--- src/rtl/s12_link_pkg.sv ---
// Shared constants and FSM state type for the S1->S2 serial link receiver.
// Frame layout, MSB first: address field, then payload field.
package s12_link_pkg;
   localparam int ADDR_W     = 3;
   localparam int DATA_W     = 18;
   localparam int FRAME_BITS = ADDR_W + DATA_W;
   localparam int NUM_FRAMES = 8;
   localparam int ADDR_MSB   = FRAME_BITS - 1;
   localparam int DATA_MSB   = DATA_W - 1;

   typedef enum logic [2:0] {IDLE, WRITE, READ, CHECK, DONE} state_t;
endpackage

--- src/rtl/serial_frame_rx_if.sv ---
// RB2 register-bank pin bundle; the receiver is master, the bank is slave.
interface serial_frame_rx_if #(
   parameter int ADDR_W = s12_link_pkg::ADDR_W,
   parameter int DATA_W = s12_link_pkg::DATA_W
);
   logic              RB2_RW;
   logic [ADDR_W-1:0] RB2_A;
   logic [DATA_W-1:0] RB2_D;
   logic [DATA_W-1:0] RB2_Q;

   modport master (output RB2_RW, RB2_A, RB2_D, input RB2_Q);
   modport slave  (input RB2_RW, RB2_A, RB2_D, output RB2_Q);
endinterface

--- src/rtl/serial_frame_shifter.sv ---
// Bit counter and shift register for sen/sd frames; flags short and long frames.
// frame_valid is combinational so the FSM can register WRITE on the last-bit edge.
module serial_frame_shifter #(
   parameter int ADDR_W = s12_link_pkg::ADDR_W,
   parameter int DATA_W = s12_link_pkg::DATA_W
) (
   input  logic              clk,
   input  logic              rst,
   input  logic              enable,
   input  logic              sen,
   input  logic              sd,
   output logic              frame_valid,
   output logic [ADDR_W-1:0] addr,
   output logic [DATA_W-1:0] data,
   output logic              frame_err
);
   localparam int FB = ADDR_W + DATA_W;
   localparam int BW = $clog2(FB + 1);

   logic [BW-1:0] bcnt;
   logic [FB-2:0] shreg;
   logic [FB-1:0] word;

   assign word        = {shreg, sd};
   assign frame_valid = enable && !sen && (bcnt == BW'(FB - 1));
   assign addr        = word[FB-1 -: ADDR_W];
   assign data        = word[DATA_W-1:0];

   always_ff @(posedge clk or posedge rst) begin
      if (rst) begin
         bcnt      <= '0;
         shreg     <= '0;
         frame_err <= 1'b0;
      end else if (!enable) begin
         bcnt <= '0;
      end else if (sen) begin
         // sen rising mid-frame discards the partial frame
         if (bcnt != '0 && bcnt != BW'(FB)) frame_err <= 1'b1;
         bcnt <= '0;
      end else if (bcnt != BW'(FB)) begin
         shreg <= word[FB-2:0];
         bcnt  <= bcnt + 1'b1;
      end else begin
         frame_err <= 1'b1;
      end
   end
endmodule

--- src/rtl/serial_frame_rx.sv ---
// S2 frame receiver: writes each deserialised payload into RB2, reads it back
// to verify, and raises S2_done after NUM_FRAMES frames.
module serial_frame_rx #(
   parameter int ADDR_W     = s12_link_pkg::ADDR_W,
   parameter int DATA_W     = s12_link_pkg::DATA_W,
   parameter int NUM_FRAMES = s12_link_pkg::NUM_FRAMES
) (
   input  logic                clk,
   input  logic                rst,
   input  logic                sen,
   input  logic                sd,
   serial_frame_rx_if.master   rb2,
   output logic                S2_done,
   output logic                frame_err,
   output logic                verify_err
);
   import s12_link_pkg::*;

   localparam int FW = $clog2(NUM_FRAMES + 1);

   state_t            state;
   logic [FW-1:0]     fcnt;
   logic [ADDR_W-1:0] addr_lat;
   logic [DATA_W-1:0] data_lat;
   logic              f_valid;
   logic [ADDR_W-1:0] f_addr;
   logic [DATA_W-1:0] f_data;
   logic              rw_q;
   logic [ADDR_W-1:0] a_q;
   logic [DATA_W-1:0] d_q;

   serial_frame_shifter #(.ADDR_W(ADDR_W), .DATA_W(DATA_W)) u_shift (
      .clk         (clk),
      .rst         (rst),
      .enable      (state != DONE),
      .sen         (sen),
      .sd          (sd),
      .frame_valid (f_valid),
      .addr        (f_addr),
      .data        (f_data),
      .frame_err   (frame_err)
   );

   assign rb2.RB2_RW = rw_q;
   assign rb2.RB2_A  = a_q;
   assign rb2.RB2_D  = d_q;

   always_ff @(posedge clk or posedge rst) begin
      if (rst) begin
         state      <= IDLE;
         fcnt       <= '0;
         addr_lat   <= '0;
         data_lat   <= '0;
         rw_q       <= 1'b1;
         a_q        <= '0;
         d_q        <= '0;
         S2_done    <= 1'b0;
         verify_err <= 1'b0;
      end else begin
         rw_q <= 1'b1;
         a_q  <= '0;
         d_q  <= '0;
         case (state)
            IDLE: if (f_valid) begin
               addr_lat <= f_addr;
               data_lat <= f_data;
               rw_q     <= 1'b0;
               a_q      <= f_addr;
               d_q      <= f_data;
               state    <= WRITE;
            end
            WRITE: begin
               a_q   <= addr_lat;
               state <= READ;
            end
            READ: state <= CHECK;
            CHECK: begin
               // RB2_Q holds the word sampled on the READ cycle
               if (rb2.RB2_Q != data_lat) verify_err <= 1'b1;
               fcnt <= fcnt + 1'b1;
               if (fcnt == FW'(NUM_FRAMES - 1)) begin
                  state   <= DONE;
                  S2_done <= 1'b1;
               end else begin
                  state <= IDLE;
               end
            end
            DONE:    S2_done <= 1'b1;
            default: state <= IDLE;
         endcase
      end
   end
endmodule

--- src/flat_wrapper.sv ---
// flat-port wrapper written by rule: the top's interface ports become plain ports
module serial_frame_rx_flat import s12_link_pkg::*;
#(
   parameter int ADDR_W     = s12_link_pkg::ADDR_W,
   parameter int DATA_W     = s12_link_pkg::DATA_W,
   parameter int NUM_FRAMES = s12_link_pkg::NUM_FRAMES
)
  (clk, rst, sen, sd, S2_done, frame_err, verify_err, rb2_RB2_RW, rb2_RB2_A, rb2_RB2_D, rb2_RB2_Q);
  serial_frame_rx_if #(.ADDR_W(ADDR_W), .DATA_W(DATA_W)) rb2_i ();
  input  logic clk;
  input  logic rst;
  input  logic sen;
  input  logic sd;
  output logic S2_done;
  output logic frame_err;
  output logic verify_err;
  output wire logic [$bits(rb2_i.RB2_RW)-1:0] rb2_RB2_RW;
  output wire logic [$bits(rb2_i.RB2_A)-1:0] rb2_RB2_A;
  output wire logic [$bits(rb2_i.RB2_D)-1:0] rb2_RB2_D;
  input wire logic [$bits(rb2_i.RB2_Q)-1:0] rb2_RB2_Q;
  assign rb2_RB2_RW = rb2_i.RB2_RW;
  assign rb2_RB2_A = rb2_i.RB2_A;
  assign rb2_RB2_D = rb2_i.RB2_D;
  assign rb2_i.RB2_Q = rb2_RB2_Q;
  serial_frame_rx #(.ADDR_W(ADDR_W), .DATA_W(DATA_W), .NUM_FRAMES(NUM_FRAMES)) u_core (.clk(clk), .rst(rst), .sen(sen), .sd(sd), .rb2(rb2_i), .S2_done(S2_done), .frame_err(frame_err), .verify_err(verify_err));
endmodule
--- config.mk ---
export PLATFORM = sky130hd
export DESIGN_NAME = serial_frame_rx_flat
export DESIGN_NICKNAME = d
export VERILOG_FILES = /design/src/rtl/s12_link_pkg.sv /design/src/rtl/serial_frame_rx_if.sv /design/src/rtl/serial_frame_shifter.sv /design/src/rtl/serial_frame_rx.sv /design/src/flat_wrapper.sv
export SDC_FILE = /design/constraint.sdc
export NUM_CORES = 1
export LEC_CHECK = 0
export ABC_AREA = 1
export BUFFER_PORTS_ARGS = -buffer_cell sky130_fd_sc_hd__buf_2
export CAP_MARGIN = 20
export CORE_ASPECT_RATIO = 0.8
export CORE_MARGIN = 2
export CORE_UTILIZATION = 61
export CTS_CLUSTER_SIZE = 40
export DETAILED_ROUTE_END_ITERATION = 8
export MAX_ROUTING_LAYER = met4
export PLACE_DENSITY = 0.9
export SLEW_MARGIN = 10
export SYNTH_ARGS = -nofsm -noshare
export SYNTH_HDL_FRONTEND = slang
export SYNTH_HIERARCHICAL = 1
export SYNTH_SLANG_ARGS = --single-unit
--- constraint.sdc ---
create_clock -name clk -period 2.79 [get_ports clk]
set_input_delay 0.279 -clock clk [delete_from_list [all_inputs] [get_ports clk]]
set_output_delay 0.279 -clock clk [all_outputs]
set_load 0.05 [all_outputs]
==> flow_summary_export.csv, run 1 <==
group,metric,value,unit
power_and_ir_drop,vdd_drop_max,0.578,mV
setup_path,cp-start-kind,"register",
outcome,status,"complete, no violations",
grt,grt_pass1_wl,10.1,mm
power_and_ir_drop,p_sw_frac,0.311,
worst_hold_path,min-delay-start,"sd",
synthesis,synthTopCellsByArea,"dfrtp_1 56%, nand2_1 12%, inv_1 5.3%",
sta,finalHoldViolations,0,
finish,final_area,3940,um2
power_and_ir_drop,leakage,2.14,nW
synthesis,synth_area_per_cell,9.40,um2
sta,fmax,494,MHz
placed_design,place_worst_setup_slack,0.789,ns
floorplan,die-area,6260,um2
finish,n_antenna_cell,0,
setup_path,critPathMaxFanout,25,
setup_path,r2r_slack,0.77,ns
synthesis,syn_inst,366,
setup_path,cpMostUsedCell,"nand2_1",
drt,dr.pass1.iters,4,
floorplan,io-pin-count,47,
drt,drt_iter0_drc,179,
sta,timing.final.crit_share,0.726,
floorplan,rows,24,
grt,antenna_found_initial,0,
floorplan,coreArea,5440,um2
setup_path,critPathTopFamily,"simple AND/OR/NAND/NOR gates",
drt,drt-vias-per-instance,4.77,
finish,final_cells,499,
sta,slew_headroom,0.529,
setup_path,critPathKind,"register to register",
worst_hold_path,hold_class,"input pin to register",
power_and_ir_drop,p_comb_frac,0.170,
clock_tree,cts_inserted_buffers,9,
clock_tree,htreeDepth,3,
drt,drc_errors,0,
setup_path,worstReg2RegStart,"u_core/state[0]$_DFFE_PP0P_",
floorplan,die_h,71.2,um
synthesis,ys_ff_latch,78,
synthesis,synth_top_area_cell,"dfrtp_1",
floorplan,die_w,88.0,um
sta,setup_violations,0,
placed_design,post-dp-hpwl,4.28,mm
worst_hold_path,hold_depth,3,
synthesis,yosys_warnings,6,
floorplan,start_util,0.633,
sta,finClkSkew,0.00870,ns
synthesis,syn_nets,392,
clock_tree,clock_latency,0.35,ns
synthesis,synth_seq_area_share,0.567,
setup_path,worstPathCellList,"nor2_2 > nand2_1 > inv_2 > nor2_8 > inv_4 > nor2_1 > nand3_2 > buf_4 > nand2_1 > o21ai_0",
sta,rsz0062_at_grt,"no",
grt,grt_use_total,0.223,
finish,drive_above_1_share,0.259,
grt,gr-total-overflow,0,
setup_path,crit_path_end_kind,"register",
finish,areaGrowthSynthToFinish,14.3,%
drt,ant_nets,0,
power_and_ir_drop,power_density,681,nW/um2
clock_tree,cts_tree,"yes",
grt,grt_pass1_vias,2287,
setup_path,crit_arrival,2.25,ns
power_and_ir_drop,p_seq_frac,0.514,
clock_tree,ctsHoldBuffers,0,
clock_tree,cts.path.max_buffers,2,
setup_path,reg2regPathDepth,10,
sta,timing.final.ws_setup,0.765,ns
power_and_ir_drop,clockPowerShare,0.316,
power_and_ir_drop,p_int,0.00185,W
sta,drv_slew,0,
setup_path,path_depth,10,
synthesis,ys_types,29,
sta,worst_pin_slew,0.704,ns
setup_path,cp_data_required_time,3.01,ns
setup_path,crit_path_top_delay_cell,"dfrtp_1",
setup_path,r2r-end,"u_core/data_lat[13]$_DFFE_PP0P_",
grt,grt_max_degree,53,
placed_design,dpl-instance-area,3670,um2
drt,vias,2379,
placed_design,dpl.cell_count,480,
sta,finalCriticalPeriod,2.02,ns
finish,num-fill-cells,381,
clock_tree,post_cts_buffers,0,
finish,final_nets,442,
flow_run,drv_cap,0,
clock_tree,cts.repair.resized,0,
drt,post_drt_wl_per_cell,12.3,um
placed_design,io_buffers,46,
clock_tree,cts-root-buf,"clkbuf_8",
synthesis,yosysTopAreaCellShare,0.560,
synthesis,synth_area,3440,um2
drt,wl,6.16,mm
power_and_ir_drop,p_switching,0.000833,W
clock_tree,clk_pin_slew,0.08,ns
setup_path,cp_num_buf_inv,3,
placed_design,gp_congestion,0.820,
clock_tree,cts.sinks,78,
sta,setup_tns,0,ns
setup_path,critPathMaxStageDelay,0.43,ns
worst_hold_path,whs_endpoint,"u_core/u_shift/shreg[0]$_DFFE_PP0P_",
==> area by class of cell <==
type                            count  area (um2)  share of cell area
Inverter                           54         208              0.0528
Clock inverter                      6        68.8              0.0175
Timing Repair Buffer               50         295              0.0750
Clock buffer                       10         138              0.0350
Sequential cell                    78        1950               0.496
Tap cell                           78        97.6              0.0248
Multi-Input combinational cell    223        1170               0.299
==> registers in the layout, summed over array words and instances, names as in the netlist <==
signal,count
u_core/S2_done,1
u_core/addr_lat,3
u_core/data_lat,18
u_core/fcnt,4
u_core/rb2.RB2_A,3
u_core/rb2.RB2_D,18
u_core/rb2.RB2_RW,1
u_core/state,3
u_core/u_shift/bcnt,5
u_core/u_shift/frame_err,1
u_core/u_shift/shreg,20
u_core/verify_err,1
==> cell usage in the layout, fill, tap and decap left out, drive strengths merged <==
master / count
a211oi: 1
a21oi: 1
buf: 49
bufinv: 1
clkbuf: 10
clkinv: 3
clkinvlp: 1
dfrtp: 77
dfstp: 1
dlygate4sd3: 1
ha: 4
inv: 55
nand2: 122
nand3: 9
nand3b: 1
nand4: 3
nor2: 42
o21ai: 16
o21bai: 9
or2: 1
xor2: 14
==> routing by layer <==
metal / up-vias / part of all wire / global-route usage / wire [um]
met4: 0 / 0.013 / 0.0547 / 81
li1: 1195 / - / - / -
met2: 61 / 0.49 / 0.349 / 3030
met1: 1115 / 0.44 / 0.281 / 2720
met3: 8 / 0.052 / 0.0793 / 321
met5: - / 0 / - / 0
==> kinds of logic after synthesis <==
logic type	after synthesis	synth area share
AOI/OAI and AO/OA	27	0.0553
xor gates and xnor gates	14	0.0356
adders and majority gates	4	0.0145
buffers and inverters	65	0.0912
DFF	78	0.567
and+or+nand+nor	178	0.236
==> worst min-delay path: stages <==
cell and delay [ns]:
buf_2 0.10, nand2_2 0.05, nand2_1 0.04
==> synth_stat cells (all sizes together) <==
| master | instances |
|---|---|
| clkbuf | 1 |
| o21ai | 16 |
| a21oi | 1 |
| nand3 | 9 |
| nand4 | 3 |
| nor2 | 42 |
| o21bai | 9 |
| ha | 4 |
| dfrtp | 77 |
| nand3b | 1 |
| or2 | 1 |
| inv | 54 |
| xor2 | 14 |
| buf | 10 |
| a211oi | 1 |
| dfstp | 1 |
| nand2 | 122 |
==> per-stage QoR <==
step           utilization  hold slack (ns)  power [W]
2_1_floorplan            -            0.319    0.00172
3_3_place_gp         0.675            0.444    0.00181
3_5_place_dp         0.675            0.445    0.00184
4_1_cts              0.713            0.146    0.00270
5_1_grt              0.724            0.155    0.00283
6_report             0.724            0.162    0.00268
==> worst max-delay path by stage <==
stage	startpoint	to
finish	u_core/state[0]$_DFFE_PP0P_	u_core/data_lat[13]$_DFFE_PP0P_
CTS	u_core/state[2]$_DFFE_PP0P_	u_core/data_lat[4]$_DFFE_PP0P_
global placement	u_core/state[2]$_DFFE_PP0P_	u_core/data_lat[0]$_DFFE_PP0P_
detailed placement	u_core/state[0]$_DFFE_PP0P_	u_core/data_lat[7]$_DFFE_PP0P_
floorplan	u_core/state[2]$_DFFE_PP0P_	u_core/rb2.RB2_D[12]$_DFF_PP0_
global route	u_core/state[0]$_DFFE_PP0P_	u_core/data_lat[5]$_DFFE_PP0P_
==> power by group through the flow <==
stage / Combinational [W] / Clock, W / Sequential (W)
final: 0.000456 / 0.000847 / 0.00138
after global routing: 0.000516 / 0.000919 / 0.00139
after CTS: 0.000450 / 0.000873 / 0.00137
after detailed placement: 0.000446 / 0 / 0.00139
after global placement: 0.000426 / 0 / 0.00138
after floorplan: 0.000273 / 0 / 0.00145
Power figures use the tool's default switching activity.
==> run 2, diff against run 1 <==
--- a/config.mk
+++ b/config.mk
@@ -5,16 +5,16 @@
 export SDC_FILE = /design/constraint.sdc
 export NUM_CORES = 1
 export LEC_CHECK = 0
-export ABC_AREA = 1
+export ABC_AREA = 0
 export BUFFER_PORTS_ARGS = -buffer_cell sky130_fd_sc_hd__buf_2
 export CAP_MARGIN = 20
 export CORE_ASPECT_RATIO = 0.8
 export CORE_MARGIN = 2
-export CORE_UTILIZATION = 61
+export CORE_UTILIZATION = 51
 export CTS_CLUSTER_SIZE = 40
 export DETAILED_ROUTE_END_ITERATION = 8
 export MAX_ROUTING_LAYER = met4
-export PLACE_DENSITY = 0.9
+export PLACE_DENSITY = 0.81
 export SLEW_MARGIN = 10
 export SYNTH_ARGS = -nofsm -noshare
 export SYNTH_HDL_FRONTEND = slang
==> constraint.sdc (replaced) <==
create_clock -name clk -period 1.8 [get_ports clk]
set_input_delay 0.18 -clock clk [delete_from_list [all_inputs] [get_ports clk]]
set_output_delay 0.18 -clock clk [all_outputs]
set_load 0.05 [all_outputs]
==> run 2 against run 1 <==
  * Global-route usage shrank 3.2 points
  * Design area is 0.44% lower
  * Largest power group unchanged
  * Sequential share of layout area rose by 0.22 points
  * Utilization fell by 10 points
  * Combinational power rose by 89%
  * Non-clock buffer count increased by 13
  * Count of clock-buffer cells in the layout stayed put
  * Clock power rose by 31%
  * Critical endpoint is now u_core/addr_lat[0]$_DFFE_PP0P_
==> flow_summary_export.csv, run 2 <==
group,metric,value,unit
outcome,status,"complete, no violations",
sta,setup_violations,0,
finish,n_antenna_cell,0,
sta,finalCriticalPeriod,1.78,ns
setup_path,critPathKind,"register to register",
sta,finalHoldViolations,0,
finish,drive_above_1_share,0.421,
drt,dr.pass1.iters,4,
floorplan,coreArea,6280,um2
clock_tree,htreeDepth,3,
power_and_ir_drop,clockPowerShare,0.264,
sta,drv_slew,0,
synthesis,syn_inst,233,
synthesis,synthArstFlopShare,1.00,
synthesis,synth_top_area_cell,"dfrtp_1",
setup_path,crit_arrival,2.02,ns
grt,grt_use_total,0.191,
placed_design,io_buffers,46,
sta,rsz0062_at_grt,"yes",
drt,wl,5.94,mm
power_and_ir_drop,p_seq_frac,0.531,
power_and_ir_drop,power.total,0.00420,W
setup_path,worstPathCellList,"inv_2 > ha_4 > nor2b_4 > and4_4 > nor2b_4 > and2_4 > mux2_4",
finish,largest_reg_flops,20,
sta,timing.final.crit_share,0.989,
flow_run,drv_cap,0,
setup_path,critPathMaxStageDelay,0.39,ns
synthesis,synthTopCellsByCount,"77 x dfrtp_1, 19 x mux2_4, 18 x a21o_1, 18 x and3_1, 18 x xor2_1",
synthesis,ys_ff_latch,78,
setup_path,reg2regPathDepth,7,
synthesis,synth_area_per_cell,14.0,um2
grt,grt_pass1_vias,1931,
power_and_ir_drop,power_density,1070,nW/um2
clock_tree,cts.sinks,78,
finish,num-fill-cells,473,
setup_path,crit_path_end_kind,"register",
finish,areaGrowthSynthToFinish,19.8,%
synthesis,yosysTopAreaCellShare,0.589,
power_and_ir_drop,leakage,2.24,nW
synthesis,synth_enable_flop_cells,0,
floorplan,die-area,7070,um2
setup_path,critPathMaxFanout,4,
grt,antenna_found_initial,0,
finish,final_common_cell,"dfrtp_1",
placed_design,gp_congestion,0.828,
power_and_ir_drop,p_sw_frac,0.294,
drt,post_drt_wl_per_cell,15.4,um
placed_design,place_worst_setup_slack,-0.00111,ns
placed_design,post-dp-hpwl,4.23,mm
drt,vias,1965,
sta,finClkSkew,0.00814,ns
finish,top_register,"u_core/u_shift/shreg",
synthesis,syn_nets,259,
setup_path,cp_data_required_time,2.04,ns
floorplan,start_util,0.521,
clock_tree,cts-root-buf,"clkbuf_8",
floorplan,io-pin-count,47,
clock_tree,cts_inserted_buffers,9,
power_and_ir_drop,p_switching,0.00123,W
power_and_ir_drop,p_comb_frac,0.205,
clock_tree,cts.path.max_buffers,2,
clock_tree,clock_latency,0.35,ns
sta,worst_pin_slew,0.473,ns
synthesis,ys_types,40,
synthesis,synthTopCellsByArea,"dfrtp_1 59%, mux2_4 8.7%, xor2_1 4.8%",
clock_tree,cts_tree,"yes",
floorplan,rows,26,
worst_hold_path,hold_class,"input pin to register",
floorplan,die_w,93.5,um
grt,grt_pass1_wl,9.60,mm
synthesis,synth_most_common_cell,"dfrtp_1",
finish,mostFrequentLayoutCells,"77 x dfrtp_1, 46 x buf_2, 22 x mux2_4",
power_and_ir_drop,p_int,0.00297,W
grt,gr-total-overflow,0,
grt,grt_max_degree,33,
synthesis,yosys_warnings,6,
synthesis,synth_seq_area_share,0.597,
sta,timing.final.ws_setup,0.0198,ns
setup_path,cpMostUsedCell,"nor2b_4",
clock_tree,clk_pin_slew,0.08,ns
power_and_ir_drop,vdd_drop_max,0.861,mV
drt,ant_nets,0,
setup_path,cp-start-kind,"register",
synthesis,synth_ff_type,"dfrtp_1",
drt,drt_iter0_drc,109,
sta,fmax,562,MHz
drt,drc_errors,0,
finish,final_nets,323,
drt,drt-vias-per-instance,5.09,
synthesis,synth_area,3270,um2
sta,slew_headroom,0.684,
floorplan,die_h,75.6,um
setup_path,crit_path_top_delay_cell,"dfrtp_1",
worst_hold_path,hold_depth,2,
[run 2: cell types whose count changed in the layout (fill, tap and decap cells not counted), sizes merged, moves of 6 or more]
| cell | previous run | this run |
|---|---|---|
| a21o | 0 | 18 |
| and3 | 0 | 18 |
| buf | 49 | 62 |
| inv | 55 | 6 |
| mux2 | 0 | 24 |
| nand2 | 122 | 7 |
| nand3 | 9 | 3 |
| nor2 | 42 | 10 |
| o21ai | 16 | 2 |
| o21bai | 9 | 0 |
| xnor2 | 0 | 7 |
[run 2: through the flow]
step	area, um2	hold slack, ns	cells	utilization	setup TNS [ns]
2_1_floorplan	3300	0.220	233	-	0
3_3_place_gp	3640	0.231	367	0.580	0
3_5_place_dp	3640	0.242	367	0.580	-0.00194
4_1_cts	3820	0.0647	384	0.609	0
5_1_grt	3920	0.0684	386	0.624	-0.212
6_report	3920	0.0894	386	0.624	0
[run 2: what timing repair did]
action / CTS / global route
hold buffers: 1 / 0
gates resized for setup: 1 / 20
pin swaps: 0 / 3
hold endpoints to repair: 46 / 0
buffers inserted: 0 / 2
setup endpoints to repair: 3 / 23
[run 2: layout make-up]
cell class / instances / area (um2) / area share
Clock buffer: 10 / 128 / 0.0326
Clock inverter: 6 / 40.0 / 0.0102
Inverter: 6 / 27.5 / 0.00703
Multi-Input combinational cell: 139 / 1270 / 0.324
Sequential cell: 78 / 1950 / 0.499
Tap cell: 84 / 105 / 0.0268
Timing Repair Buffer: 63 / 393 / 0.100
[run 2: per-layer routing]
metal  track usage  part of all wire  vias up  wire, um
li1              -                 -      938         -
met1         0.249              0.48      969      2830
met2         0.294              0.46       49      2700
met3        0.0564             0.053        9       312
met4        0.0628             0.016        0        93
met5             -                 0        -         0
[run 2: path summary, 6_finish.rpt]
kind / startpoint / endpoint / slack [ns]
setup / recovery: u_core/u_shift/bcnt[1]$_DFFE_PP0P_ / u_core/addr_lat[0]$_DFFE_PP0P_ / 0.02
max in group asynchronous: rst / u_core/rb2.RB2_RW$_DFF_PP1_ / 0.80
setup reg to reg: u_core/u_shift/bcnt[1]$_DFFE_PP0P_ / u_core/addr_lat[0]$_DFFE_PP0P_ / 0.02
hold / removal: sd / u_core/u_shift/shreg[0]$_DFFE_PP0P_ / 0.09
hold reg to reg: u_core/S2_done$_DFFE_PP0P_ / u_core/S2_done$_DFFE_PP0P_ / 0.48
min in group asynchronous: rst / u_core/addr_lat[1]$_DFFE_PP0P_ / 0.41
[run 2: power groups by stage]
stage               Sequential (W)  Clock (W)  Combinational (W)
floorplan                  0.00222          0           0.000643
global placement           0.00223          0           0.000813
detailed placement         0.00224          0           0.000838
CTS                        0.00221    0.00115           0.000845
global route               0.00227    0.00122           0.000937
finish                     0.00223    0.00111           0.000861
[run 2: logic make-up (layout without fill, tap and decap cells)]
logic type      count (synthesis)  after routing  share of synthesized area
xor+xnor                       25             25                     0.0669
fa+ha+maj                       4              4                     0.0153
mux                            25             25                      0.107
buf+inv                        16             85                     0.0383
simple gates                   58             58                      0.115
compound gates                 27             27                     0.0601
flops                          78             78                      0.597
[run 2: worst max-delay path: cells and delay by family, from the launching register on]
family | cells | cell delay [ns]
simple gates | 4 | 0.79
flops | 1 | 0.39
fa+ha+maj | 1 | 0.11
buf+inv | 1 | 0.08
mux | 1 | 0.31
==> run 3, diff against run 2 <==
--- a/config.mk
+++ b/config.mk
@@ -15,6 +15,7 @@
 export DETAILED_ROUTE_END_ITERATION = 8
 export MAX_ROUTING_LAYER = met4
 export PLACE_DENSITY = 0.81
+export SETUP_SLACK_MARGIN = 0.02
 export SLEW_MARGIN = 10
 export SYNTH_ARGS = -nofsm -noshare
 export SYNTH_HDL_FRONTEND = slang
==> run 3 against run 2 <==
  * Worst setup slack better by 0.029 ns
  * Combinational power increased by 2%
  * Routed wire length shrank 1.2%
  * Final cell count grew 1.0%
  * Non-clock buffer count up 4
  * Utilization rose by 1.6 points
  * Clock skew fell by 0.00079 ns
  * Critical path type unchanged
  * Register-to-register slack better by 0.03 ns
  * Highest routed layer unchanged
  * Design area grew 2.6%
  * Sequential power about the same
  * Sequential share of layout area is 1.3 points lower
==> flow_summary_export.csv, run 3 (synthesized netlist as in run 2, its figures left out) <==
group,metric,value,unit
finish,final_common_cell,"dfrtp_1",
floorplan,start_util,0.521,
finish,largest_reg_flops,20,
setup_path,cpMostUsedCell,"nor2b_4",
drt,post_drt_wl_per_cell,15.0,um
worst_hold_path,hold_class,"input pin to register",
setup_path,worstPathCellList,"inv_2 > ha_4 > nor2b_4 > and4_4 > nor2b_4 > and2_4 > mux2_4",
finish,drive_above_1_share,0.425,
finish,mostFrequentLayoutCells,"77 x dfrtp_1, 46 x buf_2, 22 x mux2_4",
placed_design,io_buffers,46,
floorplan,die_h,75.6,um
sta,timing.final.crit_share,0.973,
setup_path,crit_path_top_delay_cell,"dfrtp_1",
drt,ant_nets,0,
sta,slew_headroom,0.728,
grt,antenna_found_initial,0,
grt,grt_pass1_wl,9.54,mm
power_and_ir_drop,leakage,2.29,nW
floorplan,die-area,7070,um2
floorplan,rows,26,
sta,finalCriticalPeriod,1.75,ns
sta,fmax,571,MHz
power_and_ir_drop,power_density,1130,nW/um2
grt,gr-total-overflow,0,
power_and_ir_drop,power.total,0.00454,W
placed_design,dpl.cell_count,367,
sta,holdWs,0.0976,ns
setup_path,critPathKind,"register to register",
drt,drt_iter0_drc,60,
sta,drv_slew,0,
outcome,status,"complete, no violations",
clock_tree,cts_tree,"yes",
setup_path,critPathMaxStageDelay,0.39,ns
drt,vias,1986,
finish,final_cells,390,
setup_path,cp-start-kind,"register",
clock_tree,htreeDepth,3,
clock_tree,clk_pin_slew,0.08,ns
clock_tree,clock_latency,0.34,ns
clock_tree,cts.path.max_buffers,2,
clock_tree,cts_inserted_buffers,9,
setup_path,critPathMaxFanout,4,
setup_path,reg2regPathDepth,7,
grt,grt_use_total,0.187,
sta,finalHoldViolations,0,
setup_path,cp_num_buf_inv,1,
drt,wl,5.87,mm
placed_design,post-dp-hpwl,4.19,mm
finish,areaGrowthSynthToFinish,22.9,%
finish,num-fill-cells,494,
finish,n_antenna_cell,0,
flow_run,drv_cap,0,
power_and_ir_drop,vdd_drop_max,0.677,mV
finish,final_area,4020,um2
finish,top_register,"u_core/u_shift/shreg",
floorplan,coreArea,6280,um2
clock_tree,cts.sinks,78,
grt,grt_pass1_vias,2004,
sta,worst_pin_slew,0.407,ns
placed_design,gp_congestion,0.805,
setup_path,cp_data_required_time,2.03,ns
floorplan,die_w,93.5,um
floorplan,io-pin-count,47,
sta,finClkSkew,0.00735,ns
sta,rsz0062_at_grt,"yes",
drt,drc_errors,0,
setup_path,crit_path_end_kind,"register",
sta,setup_violations,0,
setup_path,crit_arrival,1.98,ns
drt,drt-vias-per-instance,5.09,
placed_design,dpl-instance-area,3670,um2
drt,dr.pass1.iters,4,
grt,grt_max_degree,36,
worst_hold_path,hold_depth,2,
clock_tree,cts-root-buf,"clkbuf_8",
setup_path,critPathTopFamily,"simple AND/OR/NAND/NOR gates",
finish,final_nets,327,
setup_path,path_depth,7,
==> run 3: stage by stage <==
stage | utilization | setup slack [ns] | TNS (ns)
final | 0.640 | 0.0492 | 0
after global routing | 0.640 | -0.0130 | -0.0542
after global placement | 0.584 | 0.0650 | 0
after floorplan | - | 0.0306 | 0
after detailed placement | 0.584 | -0.0126 | -0.0251
after CTS | 0.625 | 0.0225 | 0
==> run 3: per-layer routing <==
| layer | vias to the layer above | track usage | part of all wire |
|---|---|---|---|
| met4 | 0 | 0.0435 | 0.0092 |
| met1 | 990 | 0.228 | 0.47 |
| met5 | - | - | 0 |
| met2 | 48 | 0.312 | 0.47 |
| li1 | 942 | - | - |
| met3 | 6 | 0.0593 | 0.051 |
==> run 3: path summary, 6_finish.rpt <==
check                                              startpoint                                   to  slack (ns)
min reg2reg                        u_core/fcnt[3]$_DFFE_PP0P_           u_core/fcnt[3]$_DFFE_PP0P_        0.47
max in group asynchronous                                 rst          u_core/rb2.RB2_RW$_DFF_PP1_        0.85
min                                                        sd  u_core/u_shift/shreg[0]$_DFFE_PP0P_         0.1
max                        u_core/u_shift/bcnt[1]$_DFFE_PP0P_       u_core/addr_lat[2]$_DFFE_PP0P_        0.05
max reg2reg                u_core/u_shift/bcnt[1]$_DFFE_PP0P_       u_core/addr_lat[2]$_DFFE_PP0P_        0.05
min in group asynchronous                                 rst       u_core/rb2.RB2_D[17]$_DFF_PP0_        0.38
==> run 3: final cells by class <==
type / count / area, um2 / area share
flip-flops and latches: 78 / 1950 / 0.486
multi-input cells: 139 / 1280 / 0.320
repair buffers: 67 / 428 / 0.106
clock buffers: 10 / 128 / 0.0318
well taps: 84 / 105 / 0.0262
clock inverters: 6 / 92.6 / 0.0230
inverters: 6 / 27.5 / 0.00685
==> run 3: report_power, final <==
part / leakage, nW / total [W] / internal (W) / switching [W]
sequential: 1.03 / 0.00223 / 0.00200 / 0.000227
clock: 0.104 / 0.00143 / 0.000791 / 0.000635
combinational: 1.16 / 0.000879 / 0.000482 / 0.000397
total: 2.29 / 0.00454 / 0.00328 / 0.00126
==> run 3: repair_timing <==
action / 4_1_cts / 5_1_grt
hold buffers: 1 / 0
buffers inserted: 2 / 4
hold endpoints to repair: 43 / 0
gates resized for setup: 4 / 14
pin swaps: 2 / 3
endpoints found under the setup margin: 3 / 36
